[src/rtl/ctrl_pkg.sv]
// Shared encodings for the control sequencer: modes, opcodes, ALU commands,
// registered control bundle and FSM states.
package ctrl_pkg;

  localparam logic [1:0] MODE_DP  = 2'b00;
  localparam logic [1:0] MODE_MEM = 2'b01;
  localparam logic [1:0] MODE_BR  = 2'b10;
  localparam logic [1:0] MODE_NOP = 2'b11;

  localparam logic [3:0] OP_AND = 4'b0000;
  localparam logic [3:0] OP_EOR = 4'b0001;
  localparam logic [3:0] OP_SUB = 4'b0010;
  localparam logic [3:0] OP_ADD = 4'b0100;
  localparam logic [3:0] OP_ADC = 4'b0101;
  localparam logic [3:0] OP_SBC = 4'b0110;
  localparam logic [3:0] OP_TST = 4'b1000;
  localparam logic [3:0] OP_CMP = 4'b1010;
  localparam logic [3:0] OP_ORR = 4'b1100;
  localparam logic [3:0] OP_MOV = 4'b1101;
  localparam logic [3:0] OP_MVN = 4'b1111;

  localparam logic [3:0] ALU_MOV = 4'b0001;
  localparam logic [3:0] ALU_ADD = 4'b0010;
  localparam logic [3:0] ALU_ADC = 4'b0011;
  localparam logic [3:0] ALU_SUB = 4'b0100;
  localparam logic [3:0] ALU_SBC = 4'b0101;
  localparam logic [3:0] ALU_AND = 4'b0110;
  localparam logic [3:0] ALU_ORR = 4'b0111;
  localparam logic [3:0] ALU_EOR = 4'b1000;
  localparam logic [3:0] ALU_MVN = 4'b1001;

  typedef struct packed {
    logic mem_read;
    logic mem_write;
    logic wb_en;
    logic branch;
    logic s_out;
  } ctrl_t;

  typedef enum logic [1:0] {
    ST_DECODE   = 2'b00,
    ST_MEM_WAIT = 2'b01,
    ST_BUBBLE   = 2'b10
  } state_t;

endpackage

[src/rtl/ctrl_decode.sv]
// Combinational instruction decode: opcode -> 4-bit ALU command, mode -> controls.
module ctrl_decode
  import ctrl_pkg::*;
#(
  parameter int OPCODE_W = 4
) (
  input  logic [1:0]          mode,
  input  logic [OPCODE_W-1:0] opcode,
  input  logic                s_in,
  output logic [3:0]          alu_cmd,
  output ctrl_t               ctrl
);

  logic [3:0] op4;
  logic       hi_set;

  assign op4    = opcode[3:0];
  // any upper opcode bit set forces the default decode
  assign hi_set = (opcode >> 4) != '0;

  // opcode table lookup; CMP/TST suppress write-back in data processing
  always_comb begin
    alu_cmd = ALU_MOV;
    ctrl    = '0;
    if (!hi_set) begin
      unique case (op4)
        OP_MOV:  alu_cmd = ALU_MOV;
        OP_MVN:  alu_cmd = ALU_MVN;
        OP_ADD:  alu_cmd = ALU_ADD;
        OP_ADC:  alu_cmd = ALU_ADC;
        OP_SUB:  alu_cmd = ALU_SUB;
        OP_SBC:  alu_cmd = ALU_SBC;
        OP_AND:  alu_cmd = ALU_AND;
        OP_ORR:  alu_cmd = ALU_ORR;
        OP_EOR:  alu_cmd = ALU_EOR;
        OP_CMP:  alu_cmd = ALU_SUB;
        OP_TST:  alu_cmd = ALU_AND;
        default: alu_cmd = ALU_MOV;
      endcase
    end
    unique case (mode)
      MODE_DP: begin
        ctrl.s_out = s_in;
        ctrl.wb_en = hi_set || !(op4 == OP_CMP || op4 == OP_TST);
      end
      MODE_MEM: begin
        ctrl.wb_en     = s_in;
        ctrl.mem_read  = s_in;
        ctrl.mem_write = ~s_in;
      end
      MODE_BR:  ctrl.branch = 1'b1;
      default:  ctrl = '0;
    endcase
  end

endmodule

[src/rtl/ctrl_sequencer.sv]
// Registered control sequencer: decode, memory handshake with timeout,
// post-branch bubbles and flush.
module ctrl_sequencer
  import ctrl_pkg::*;
#(
  parameter int OPCODE_W      = 4,
  parameter int ALU_CMD_W     = 4,
  parameter int BUBBLE_CYCLES = 1,
  parameter int MEM_TIMEOUT   = 15
) (
  input  logic                 clk,
  input  logic                 rst_n,
  input  logic                 flush,
  input  logic                 in_valid,
  output logic                 in_ready,
  input  logic [1:0]           mode,
  input  logic [OPCODE_W-1:0]  opcode,
  input  logic                 s_in,
  output logic                 out_valid,
  output logic [ALU_CMD_W-1:0] alu_cmd,
  output logic                 mem_read,
  output logic                 mem_write,
  output logic                 wb_en,
  output logic                 branch,
  output logic                 s_out,
  output logic                 mem_req,
  input  logic                 mem_ack,
  output logic                 mem_err,
  output logic                 stall
);

  localparam int CNT_W = $clog2(MEM_TIMEOUT + 1);

  state_t               state_q, state_d;
  logic [CNT_W-1:0]     wcnt_q, wcnt_d;
  logic [2:0]           bcnt_q, bcnt_d;
  ctrl_t                ctrl_q, ctrl_d, dec_ctrl;
  logic [ALU_CMD_W-1:0] alu_q, alu_d;
  logic [3:0]           dec_alu;
  logic                 req_q, req_d, vld_q, vld_d, err_q, err_d;

  ctrl_decode #(.OPCODE_W(OPCODE_W)) u_dec (
    .mode    (mode),
    .opcode  (opcode),
    .s_in    (s_in),
    .alu_cmd (dec_alu),
    .ctrl    (dec_ctrl)
  );

  assign in_ready  = (state_q == ST_DECODE);
  assign stall     = ~in_ready;
  assign out_valid = vld_q;
  assign alu_cmd   = alu_q;
  assign mem_read  = ctrl_q.mem_read;
  assign mem_write = ctrl_q.mem_write;
  assign wb_en     = ctrl_q.wb_en;
  assign branch    = ctrl_q.branch;
  assign s_out     = ctrl_q.s_out;
  assign mem_req   = req_q;
  assign mem_err   = err_q;

  // next-state and next-register computation; flush overrides everything
  always_comb begin
    state_d = state_q;
    wcnt_d  = wcnt_q;
    bcnt_d  = bcnt_q;
    ctrl_d  = ctrl_q;
    alu_d   = alu_q;
    req_d   = req_q;
    vld_d   = 1'b0;
    err_d   = 1'b0;
    unique case (state_q)
      ST_DECODE: begin
        wcnt_d = '0;
        if (in_valid) begin
          vld_d  = 1'b1;
          ctrl_d = dec_ctrl;
          alu_d  = ALU_CMD_W'(dec_alu);
          if (mode == MODE_MEM) begin
            state_d = ST_MEM_WAIT;
            req_d   = 1'b1;
          end else if (mode == MODE_BR && BUBBLE_CYCLES > 0) begin
            state_d = ST_BUBBLE;
            bcnt_d  = 3'(BUBBLE_CYCLES);
          end
        end
      end
      ST_MEM_WAIT: begin
        if (wcnt_q != CNT_W'(MEM_TIMEOUT)) wcnt_d = wcnt_q + 1'b1;
        if (mem_ack) begin
          // ack takes precedence over a coincident timeout
          req_d   = 1'b0;
          wcnt_d  = '0;
          state_d = ST_DECODE;
        end else if (wcnt_q >= CNT_W'(MEM_TIMEOUT - 1)) begin
          req_d            = 1'b0;
          wcnt_d           = '0;
          err_d            = 1'b1;
          ctrl_d.wb_en     = 1'b0;
          ctrl_d.mem_read  = 1'b0;
          ctrl_d.mem_write = 1'b0;
          state_d          = ST_DECODE;
        end
      end
      ST_BUBBLE: begin
        if (bcnt_q <= 3'd1) begin
          bcnt_d  = '0;
          state_d = ST_DECODE;
        end else begin
          bcnt_d = bcnt_q - 3'd1;
        end
      end
      default: state_d = ST_DECODE;
    endcase
    if (flush) begin
      state_d = ST_DECODE;
      wcnt_d  = '0;
      bcnt_d  = '0;
      ctrl_d  = '0;
      alu_d   = '0;
      req_d   = 1'b0;
      vld_d   = 1'b0;
      err_d   = 1'b0;
    end
  end

  // state and output registers with synchronous reset
  always_ff @(posedge clk) begin
    if (!rst_n) begin
      state_q <= ST_DECODE;
      wcnt_q  <= '0;
      bcnt_q  <= '0;
      ctrl_q  <= '0;
      alu_q   <= '0;
      req_q   <= 1'b0;
      vld_q   <= 1'b0;
      err_q   <= 1'b0;
    end else begin
      state_q <= state_d;
      wcnt_q  <= wcnt_d;
      bcnt_q  <= bcnt_d;
      ctrl_q  <= ctrl_d;
      alu_q   <= alu_d;
      req_q   <= req_d;
      vld_q   <= vld_d;
      err_q   <= err_d;
    end
  end

endmodule

[config.mk]
export PLATFORM = sky130hd
export DESIGN_NAME = ctrl_sequencer
export DESIGN_NICKNAME = d
export VERILOG_FILES = /design/src/rtl/ctrl_pkg.sv /design/src/rtl/ctrl_decode.sv /design/src/rtl/ctrl_sequencer.sv
export SDC_FILE = /design/constraint.sdc
export NUM_CORES = 1
export LEC_CHECK = 0
export BUFFER_PORTS_ARGS = -buffer_cell sky130_fd_sc_hd__buf_2
export CAP_MARGIN = 20
export CORE_MARGIN = 2
export CORE_UTILIZATION = 40
export DETAILED_ROUTE_END_ITERATION = 10
export PLACE_DENSITY_LB_ADDON = 0.3
export SYNTH_ARGS = -nofsm -noshare
export SYNTH_HDL_FRONTEND = slang
export SYNTH_SLANG_ARGS = --single-unit
export TNS_END_PERCENT = 100
[constraint.sdc]
create_clock -name clk -period 1.85 [get_ports clk]
set_input_delay 0.2775 -clock clk [delete_from_list [all_inputs] [get_ports clk]]
set_output_delay 0.2775 -clock clk [all_outputs]
set_load 0.01 [all_outputs]
; ---- After elaboration in Yosys (flattened, before gate mapping)
; Memory sizes are Yosys's and may differ from the RTL's. A register that Yosys moved wholly into a read port is not among the register bits.
; Cells that the tools add are included.
[op_classes]
add_sub_neg = 2
order_cmp = 2
n_eq_ne = 17
muxes = 31
n_bitwise = 4
reduce_logical = 15
[op_table]
columns = op, n
row1 = two-way mux 3 bit, 6
row2 = AND reduction 4 bit, 4
row3 = two-way mux 2 bit, 7
row4 = two-way mux 4 bit, 3
row5 = one-hot mux 3 bit (2 select lines), 2
row6 = "inequality test 2 bit, second input constant", 5
row7 = "== test 4 bit, second input constant", 2
row8 = two-way mux 1 bit, 8
row9 = "inequality test 4 bit, second input constant", 2
row10 = one-hot mux 4 bit (2 select lines), 1
row11 = one-hot mux 2 bit (3 select lines), 1
row12 = two-way mux 5 bit, 1
row13 = "adder 4 x 1 -> 4 bit, second input constant", 1
row14 = "== test 2 x 1 -> 1 bit, second input constant", 2
row15 = "== test 2 bit, second input constant", 2
row16 = "greater-or-equal comparator 4 bit, second input constant", 1
row17 = logical NOT 2 bit, 2
row18 = "inequality test 2 x 1 -> 1 bit, second input constant", 2
row19 = inverter 1 bit, 4
row20 = one-hot mux 1 bit (2 select lines), 2
row21 = AND reduction 2 bit, 2
row22 = nonzero test 2 bit, 2
row23 = OR reduction 4 bit, 1
row24 = "less-or-equal comparator 3 x 1 -> 1 bit, second input constant", 1
row25 = 7 further kinds, 7
[word_totals]
regBits = 17
rom_bits = 64
inputBits = 12
out_inout_bits = 14
word_cells = 83
memories = 1
[memory_table]
columns = memory, depth, width, read_ports, rd_ports_with_merged_regs, write_ports, line
row1 = (name not given), 16, 4, 1, 1, 0, ctrl_decode.sv:26  ; unique case (op4)

; ---- Logic depth before layout (Yosys ltp)
; Gate-level depths: netlist of run 1.
[logic_depth]
depth_word = 6
mapped_depth = 6
ltp_nobuf = 6

; ---- Modules after synthesis
; A second synthesis of run 1 with hierarchy kept.
[unflattened]
hier_cells = 125
hier_area_um2 = 1174.9
[modules_own_cells]
columns = module, n_inst, cells_each, area_each_um2, seq_area_each_um2
row1 = ctrl_sequencer, 1, 108, 1067.3, 420.4
row2 = ctrl_decode, 1, 17, 107.6, 0.0

; ---- Worst setup path before layout of run 1
; Ideal clock, no wire load.
[synth_path]
path_kind = register -> register
start = reg wcnt_q[0]
end = reg wcnt_q[1]
setup_time_ns = 0.071
t_arrival_ns = 1.410
required_ns = 1.779
slack_ns = 0.369
path_stages_with_launch = 7
path_buffers = 0
synth_period_minus_slack_ns = 1.481
path_cell_list = dfxtp_1 > inv_1 > ha_1 > o211ai_2 > nand3b_2 > or3_1 > a21oi_1
[synth_between]
elab_chain_len = 5
word_cells_on_any_way = 9
classes_between = add/sub (1) / order compare (1) / eq/ne (2) / mux (4) / reduce/logical (1)
[synth_lines]
columns = item, line
row1 = from (decl), ctrl_sequencer.sv:35  ; logic [CNT_W-1:0] wcnt_q, wcnt_d;
row2 = from (signal assigned), ctrl_sequencer.sv:140  ; wcnt_q <= wcnt_d;
row3 = adder 4 x 1 -> 4 bit, ctrl_sequencer.sv:89  ; if (wcnt_q != CNT_W'(MEM_TIMEOUT)) wcnt_d = wcnt_q + 1'b1;
row4 = two-way mux 4 bit, ctrl_sequencer.sv:89
row5 = two-way mux 4 bit, ctrl_sequencer.sv:95  ; end else if (wcnt_q >= CNT_W'(MEM_TIMEOUT - 1)) begin
row6 = two-way mux 4 bit, ctrl_sequencer.sv:90  ; if (mem_ack) begin
row7 = one-hot mux 4 bit (2 select lines), ctrl_sequencer.sv:72  ; unique case (state_q)
; Several ways; a longest one is shown, not always the timed one. The select of a mux whose other input is x is not followed.
; A chain may end at the register's enable or synchronous reset.

; ---- Final worst setup path of run 1
; Ends and elaborated chain as after synthesis.

==> results of run 1 <==
[registers in the layout (all words and copies together), names as in the netlist, 2 cells and up]
name / count
alu_cmd: 4
bcnt_q: 3
state_q: 2
wcnt_q: 4
[cells by family (layout without fill, tap and decap cells)]
kind of cell               after synthesis  count (layout)  synth area share, %
AOI/OAI and AO/OA                       40              40                 24.4
xor gates and xnor gates                 2               2                 1.60
adders and majority gates                4               4                 4.58
buffers and inverters                   13              39                 5.27
DFF                                     21              21                 38.5
and+or+nand+nor                         48              48                 25.7
[layout make-up]
cell class / instances / area (µm²)
timing repair buffer: 26 / 133
clock buffer: 3 / 22.5
sequential: 21 / 420
multi-input combinational: 94 / 614
tap: 30 / 37.5
clock inverter: 1 / 5.00
inverter: 9 / 33.8
fill: 248 / 1260
[stage by stage]
| stage | utilization, % | cells | worst slack (ns) |
|---|---|---|---|
| after CTS | 50.2 | 184 | 0.188 |
| after floorplan | - | 128 | 0.369 |
| final | 50.2 | 184 | 0.191 |
| after detailed placement | 49.1 | 180 | 0.209 |
| after global placement | 49.1 | 180 | 0.310 |
| after global routing | 50.2 | 184 | 0.116 |
[final timing paths]
kind,slack [ns],endpoint
min reg2reg,0.46,s_out
max reg2reg,0.19,wcnt_q[1]
min,0.19,mem_err
max,0.19,wcnt_q[1]
[power breakdown]
part | total, W | internal, W | switching (W) | leakage, nW
combinational | 0.000109 | 0.0000483 | 0.0000609 | 0.325
clock | 0.000226 | 0.0000808 | 0.000145 | 0.0177
sequential | 0.000467 | 0.000460 | 0.00000709 | 0.170
[per-layer routing]
layer,up-vias,GRT usage (%)
met5,-,0
met4,0,3.06
met3,2,4.15
met2,26,27.7
met1,449,17.9
li1,508,-
[synth_stat cells (all sizes together) (2+ instances only)]
master and number:
or3 2, nand2b 4, nand2 8, a21oi 16, inv 9, ha 4, and3b 2, o21ai 4
buf 2, a31oi 2, clkbuf 2, dfxtp 21, nor2 12, a211oi 6, and3 3, o21a 3
o211ai 2, nor2b 5, nor3 3
[worst max-delay path, stage by stage, from the launching register on]
cell      delay [ns]
dfxtp_1         0.43
inv_1           0.06
ha_1            0.20
o211ai_2        0.21
nand3b_2        0.16
or3_1           0.37
a21oi_1         0.15
[layout by cell type (no fill, tap or decap), types with 2 or more instances in the layout]
master	count
a21oi_1	16
nor2_1	12
and3b_2	2
ha_1	4
nand2b_1	4
a211oi_1	5
nand2_1	8
o21a_1	3
and3_1	3
dfxtp_1	21
o21ai_0	4
buf_2	25
nor2b_1	4
inv_1	9
clkbuf_4	3
or3_1	2
a31oi_1	2
nor3_1	3
==> flow_summary_export.csv, run 1 <==
group,metric,value,unit
route,routed.top_layer,"met4",
sta,timing.hold.ws,0.188,ns
yosys,ys_seq_area_share,38.5,%
yosys,synth_nets,144,
yosys,synthCells,128,
route,vias,985,
clock_tree,cts.sinks,21,
worst_setup_path,worst_ep_arrival_time,1.90,ns
sta,fin_crit_sh,89.7,%
yosys,yosys_warnings,0,
hold_path,hold_class,"in -> reg",
grt,grt_pass1_vias,953,
sta,hold_violations,0,
clock_tree,worstSkewPairLatency,0.31,ns
grt,grt_pass1_wl,3.97,mm
placed_design,place_congestion,0.806,
sta,finalSetupViolations,0,
yosys,synth_edf_count,0,
clock_tree,postCtsHoldBufs,0,
power,leakage,0.513,nW
hold_path,hold_depth,2,
hold_path,min-delay-start,"mem_ack",
worst_setup_path,reg2reg_from,"wcnt_q[0]",
sta,fin_crit,1.66,ns
yosys,yosysUniqueCellTypes,41,
clock_tree,cts_resized,0,
placed_design,placed_area,0.00124,mm²
worst_setup_path,cp_data_required_time,2.09,ns
floorplan,dieArea,0.00316,mm²
route,wire_per_inst,12.2,µm
clock_tree,ctsLongestPathBuffers,2,
yosys,synth-async-reset-ratio,0,%
worst_setup_path,cp_max_fo,6,
power,power.density,633,mW/mm²
power,power,0.000802,W
yosys,yosysTopAreaCellShare,38.5,%
clock_tree,cts_root_buffer,"clkbuf_4",
finish,fin_nets,171,
route,drtIter0Drc,21,
route,via_per_inst,5.35,
floorplan,die-width,56.3,µm
worst_setup_path,path_class,"reg -> reg",
power,peakVddDrop,0.000512,V
yosys,yosys-top-cells-area,"dfxtp_1, a21oi_1, ha_1, nor2_1, a211oi_1",
route,wl_met1,1.09,mm
finish,syn_to_final_growth,15.9,%
worst_setup_path,end_kind,"flop",
route,drc,0,
route,wl_met3,111,µm
clock_tree,numCtsBuffers,3,
yosys,ys_ff_latch,21,
sta,tightestPinTransition,0.440,ns
route,drt_first_pass_iters,4,
placed_design,post-dp-hpwl,1.69,mm
finish,drive_gt1_share,27.3,%
sta,max_freq,603,MHz
clock_tree,cts_tree,"built",
clock_tree,cts.htree.levels,1,
worst_setup_path,rr_worst_depth,6,
outcome,outcome,"finished, final reports clean",
floorplan,die_h,56.3,µm
floorplan,core_area,0.00252,mm²
yosys,synth_top_cell_by_area,"dfxtp_1",
sta,skew,0.0110,ns
yosys,ys.flop_type,"dfxtp_1",
clock_tree,path_clk_slew,0.11,ns
worst_setup_path,crit_path_start,"wcnt_q[0]",
finish,antenna_cells,0,
clock_tree,cts_setup_buffers,0,
placed_design,portBuffers,25,
sta,finalSetupTns,0,ns
floorplan,ios,26,
sta,slew-limit-headroom,70.6,%
route,drtAntennaViolNets,0,
floorplan,num_rows,18,
grt,antenna_found_initial,0,
worst_setup_path,start_kind,"flop",
route,met2_length,1.04,mm
sta,rsz0062_at_grt,"no",
sta,finalMaxSlewViolations,0,
finish,fin_area,0.00127,mm²
yosys,syn_area,0.00109,mm²
grt,track_usage,15.3,%
route,routed_wl,2.25,mm
yosys,syn_area_per_cell,8.53,µm²
floorplan,floorplan.initialDensity,43.3,%
grt,overflow,0,
run,maxCapViolCount,0,
grt,grt_max_degree,14,
No activity file was read; power rests on OpenSTA's default activity.
==> inputs of run 2 (changes only) <==
--- a/config.mk
+++ b/config.mk
@@ -6,7 +6,6 @@
 export NUM_CORES = 1
 export LEC_CHECK = 0
 export BUFFER_PORTS_ARGS = -buffer_cell sky130_fd_sc_hd__buf_2
-export CAP_MARGIN = 20
 export CORE_MARGIN = 2
 export CORE_UTILIZATION = 40
 export DETAILED_ROUTE_END_ITERATION = 10
==> constraint.sdc (replaced) <==
create_clock -name clk -period 1.82 [get_ports clk]
set_input_delay 0.273 -clock clk [delete_from_list [all_inputs] [get_ports clk]]
set_output_delay 0.273 -clock clk [all_outputs]
set_load 0.01 [all_outputs]
==> run 2 against run 1 <==
  * Worst hold slack worse by 0.0088 ns
  * Cell area is 0.79% higher
  * Critical path depth is 2 lower
  * Die area stayed put
  * Utilization is 0.40 points higher
  * Non-clock buffer count is 1 higher
  * Final cell count is 0.54% higher
  * Highest routed layer unchanged
==> flow_summary_export.csv, run 2 (synthesis gave the netlist of run 1 again) <==
group,metric,value,unit
grt,grt_pass1_wl,4.32,mm
clock_tree,cts.sinks,21,
power,peakVddDrop,0.000373,V
placed_design,place_congestion,0.794,
route,via_per_inst,5.49,
worst_setup_path,r2r-end,"wcnt_q[1]",
worst_setup_path,rrSetupSlack,0.16,ns
floorplan,die-width,56.3,µm
sta,max_freq,585,MHz
worst_setup_path,end_kind,"output pin",
floorplan,num_rows,18,
placed_design,dpl_worst_slack,0.180,ns
grt,track_usage,17.1,%
worst_setup_path,path_class,"reg -> out",
sta,finalSetupTns,0,ns
worst_setup_path,crit_path_top_delay_cell,"dfxtp_1",
route,routed_wl,2.56,mm
sta,fin_crit_sh,93.9,%
hold_path,hold_depth,2,
finish,fin_nets,172,
sta,hold_violations,0,
worst_setup_path,reg2reg_from,"wcnt_q[0]",
placed_design,post-dp-hpwl,1.90,mm
finish,syn_to_final_growth,16.8,%
clock_tree,worstSkewPairLatency,0.32,ns
hold_path,min_to,"mem_err",
finish,antenna_cells,0,
finish,layout_commonest_cell,"buf_2",
clock_tree,cts_resized,0,
placed_design,portBuffers,25,
floorplan,floorplan.initialDensity,43.3,%
clock_tree,postCtsHoldBufs,0,
clock_tree,cts.htree.levels,1,
clock_tree,numCtsBuffers,3,
run,maxCapViolCount,0,
grt,grt_max_degree,14,
sta,tightestPinTransition,0.436,ns
worst_setup_path,start_kind,"flop",
clock_tree,ctsLongestPathBuffers,2,
sta,finalMaxSlewViolations,0,
sta,timing.hold.ws,0.179,ns
hold_path,min-delay-start,"mem_ack",
sta,worst_slack,0.111,ns
floorplan,die_h,56.3,µm
sta,skew,0.00688,ns
clock_tree,cts_tree,"built",
outcome,outcome,"finished, final reports clean",
finish,fin_area,0.00128,mm²
floorplan,dieArea,0.00316,mm²
worst_setup_path,cp_max_fo,10,
worst_setup_path,rr_worst_depth,6,
worst_setup_path,cp_cell_sequence,"buf_4 -> nor2_1 -> inv_1 -> buf_2",
placed_design,placed_area,0.00125,mm²
clock_tree,cts_setup_buffers,0,
floorplan,ios,26,
sta,slew-limit-headroom,70.2,%
worst_setup_path,max_stage_delay,0.39,ns
grt,overflow,0,
clock_tree,cts_root_buffer,"clkbuf_4",
clock_tree,path_clk_slew,0.13,ns
sta,finalSetupViolations,0,
power,leakage,0.514,nW
route,drt_first_pass_iters,4,
worst_setup_path,worst_ep_arrival_time,1.44,ns
grt,grt_pass1_vias,1000,
route,vias,1015,
finish,final_cell_mix,"buf_2, dfxtp_1, a21oi_1, nor2_1, inv_1",
route,drtAntennaViolNets,0,
grt,antenna_found_initial,0,
worst_setup_path,cp_data_required_time,1.55,ns
finish,drive_gt1_share,27.7,%
sta,fin_crit,1.71,ns
route,wire_per_inst,13.8,µm
floorplan,core_area,0.00252,mm²
route,drc,0,
sta,rsz0062_at_grt,"no",
power,power.density,651,mW/mm²
hold_path,hold_class,"in -> reg",
route,drtIter0Drc,18,
## run 2: cell count changes in the layout (fill, tap and decap cells not counted)
cell | before | now
buf_4 | 1 | 2
clkinv_2 | 1 | 0
clkinvlp_4 | 0 | 1
## run 2: worst max-delay path, delay by kind of cell, from the launching register on
family                 cells  cell delay (ns)
DFF                        1             0.39
buffers and inverters      3             0.42
and+or+nand+nor            1             0.32
## run 2: routing by layer
metal / wire length, µm / GRT usage, %
met1: 1140 / 19.5
met2: 1290 / 31.8
met3: 93 / 2.30
met4: 35 / 6.46
met5: 0 / 0
## run 2: worst max path at each step
stage,from,end
final,state_q[1],stall
after global routing,state_q[1],stall
after detailed placement,wcnt_q[0],wcnt_q[1]
after floorplan,wcnt_q[0],wcnt_q[1]
after global placement,wcnt_q[0],wcnt_q[1]
after CTS,state_q[1],stall
## run 2: cell type report
| type | instances | area [µm²] |
|---|---|---|
| tap | 30 | 37.5 |
| inverter | 9 | 33.8 |
| clock inverter | 1 | 7.51 |
| timing repair buffer | 27 | 140 |
| sequential | 21 | 420 |
| clock buffer | 3 | 22.5 |
| multi-input combinational | 94 | 614 |
| fill | 262 | 1250 |
## run 2: stage by stage
step	cells	total power, W	utilization, %
after floorplan	128	0.000556	-
after global placement	181	0.000596	49.4
after detailed placement	181	0.000599	49.4
after CTS	185	0.000838	50.6
after global routing	185	0.000871	50.6
final	185	0.000831	50.6
## run 2: power by group
part | total (W) | internal (W) | leakage, nW | switching, W
Sequential | 0.000474 | 0.000468 | 0.170 | 0.00000581
Combinational | 0.000116 | 0.0000501 | 0.331 | 0.0000661
Clock | 0.000241 | 0.0000839 | 0.0139 | 0.000157
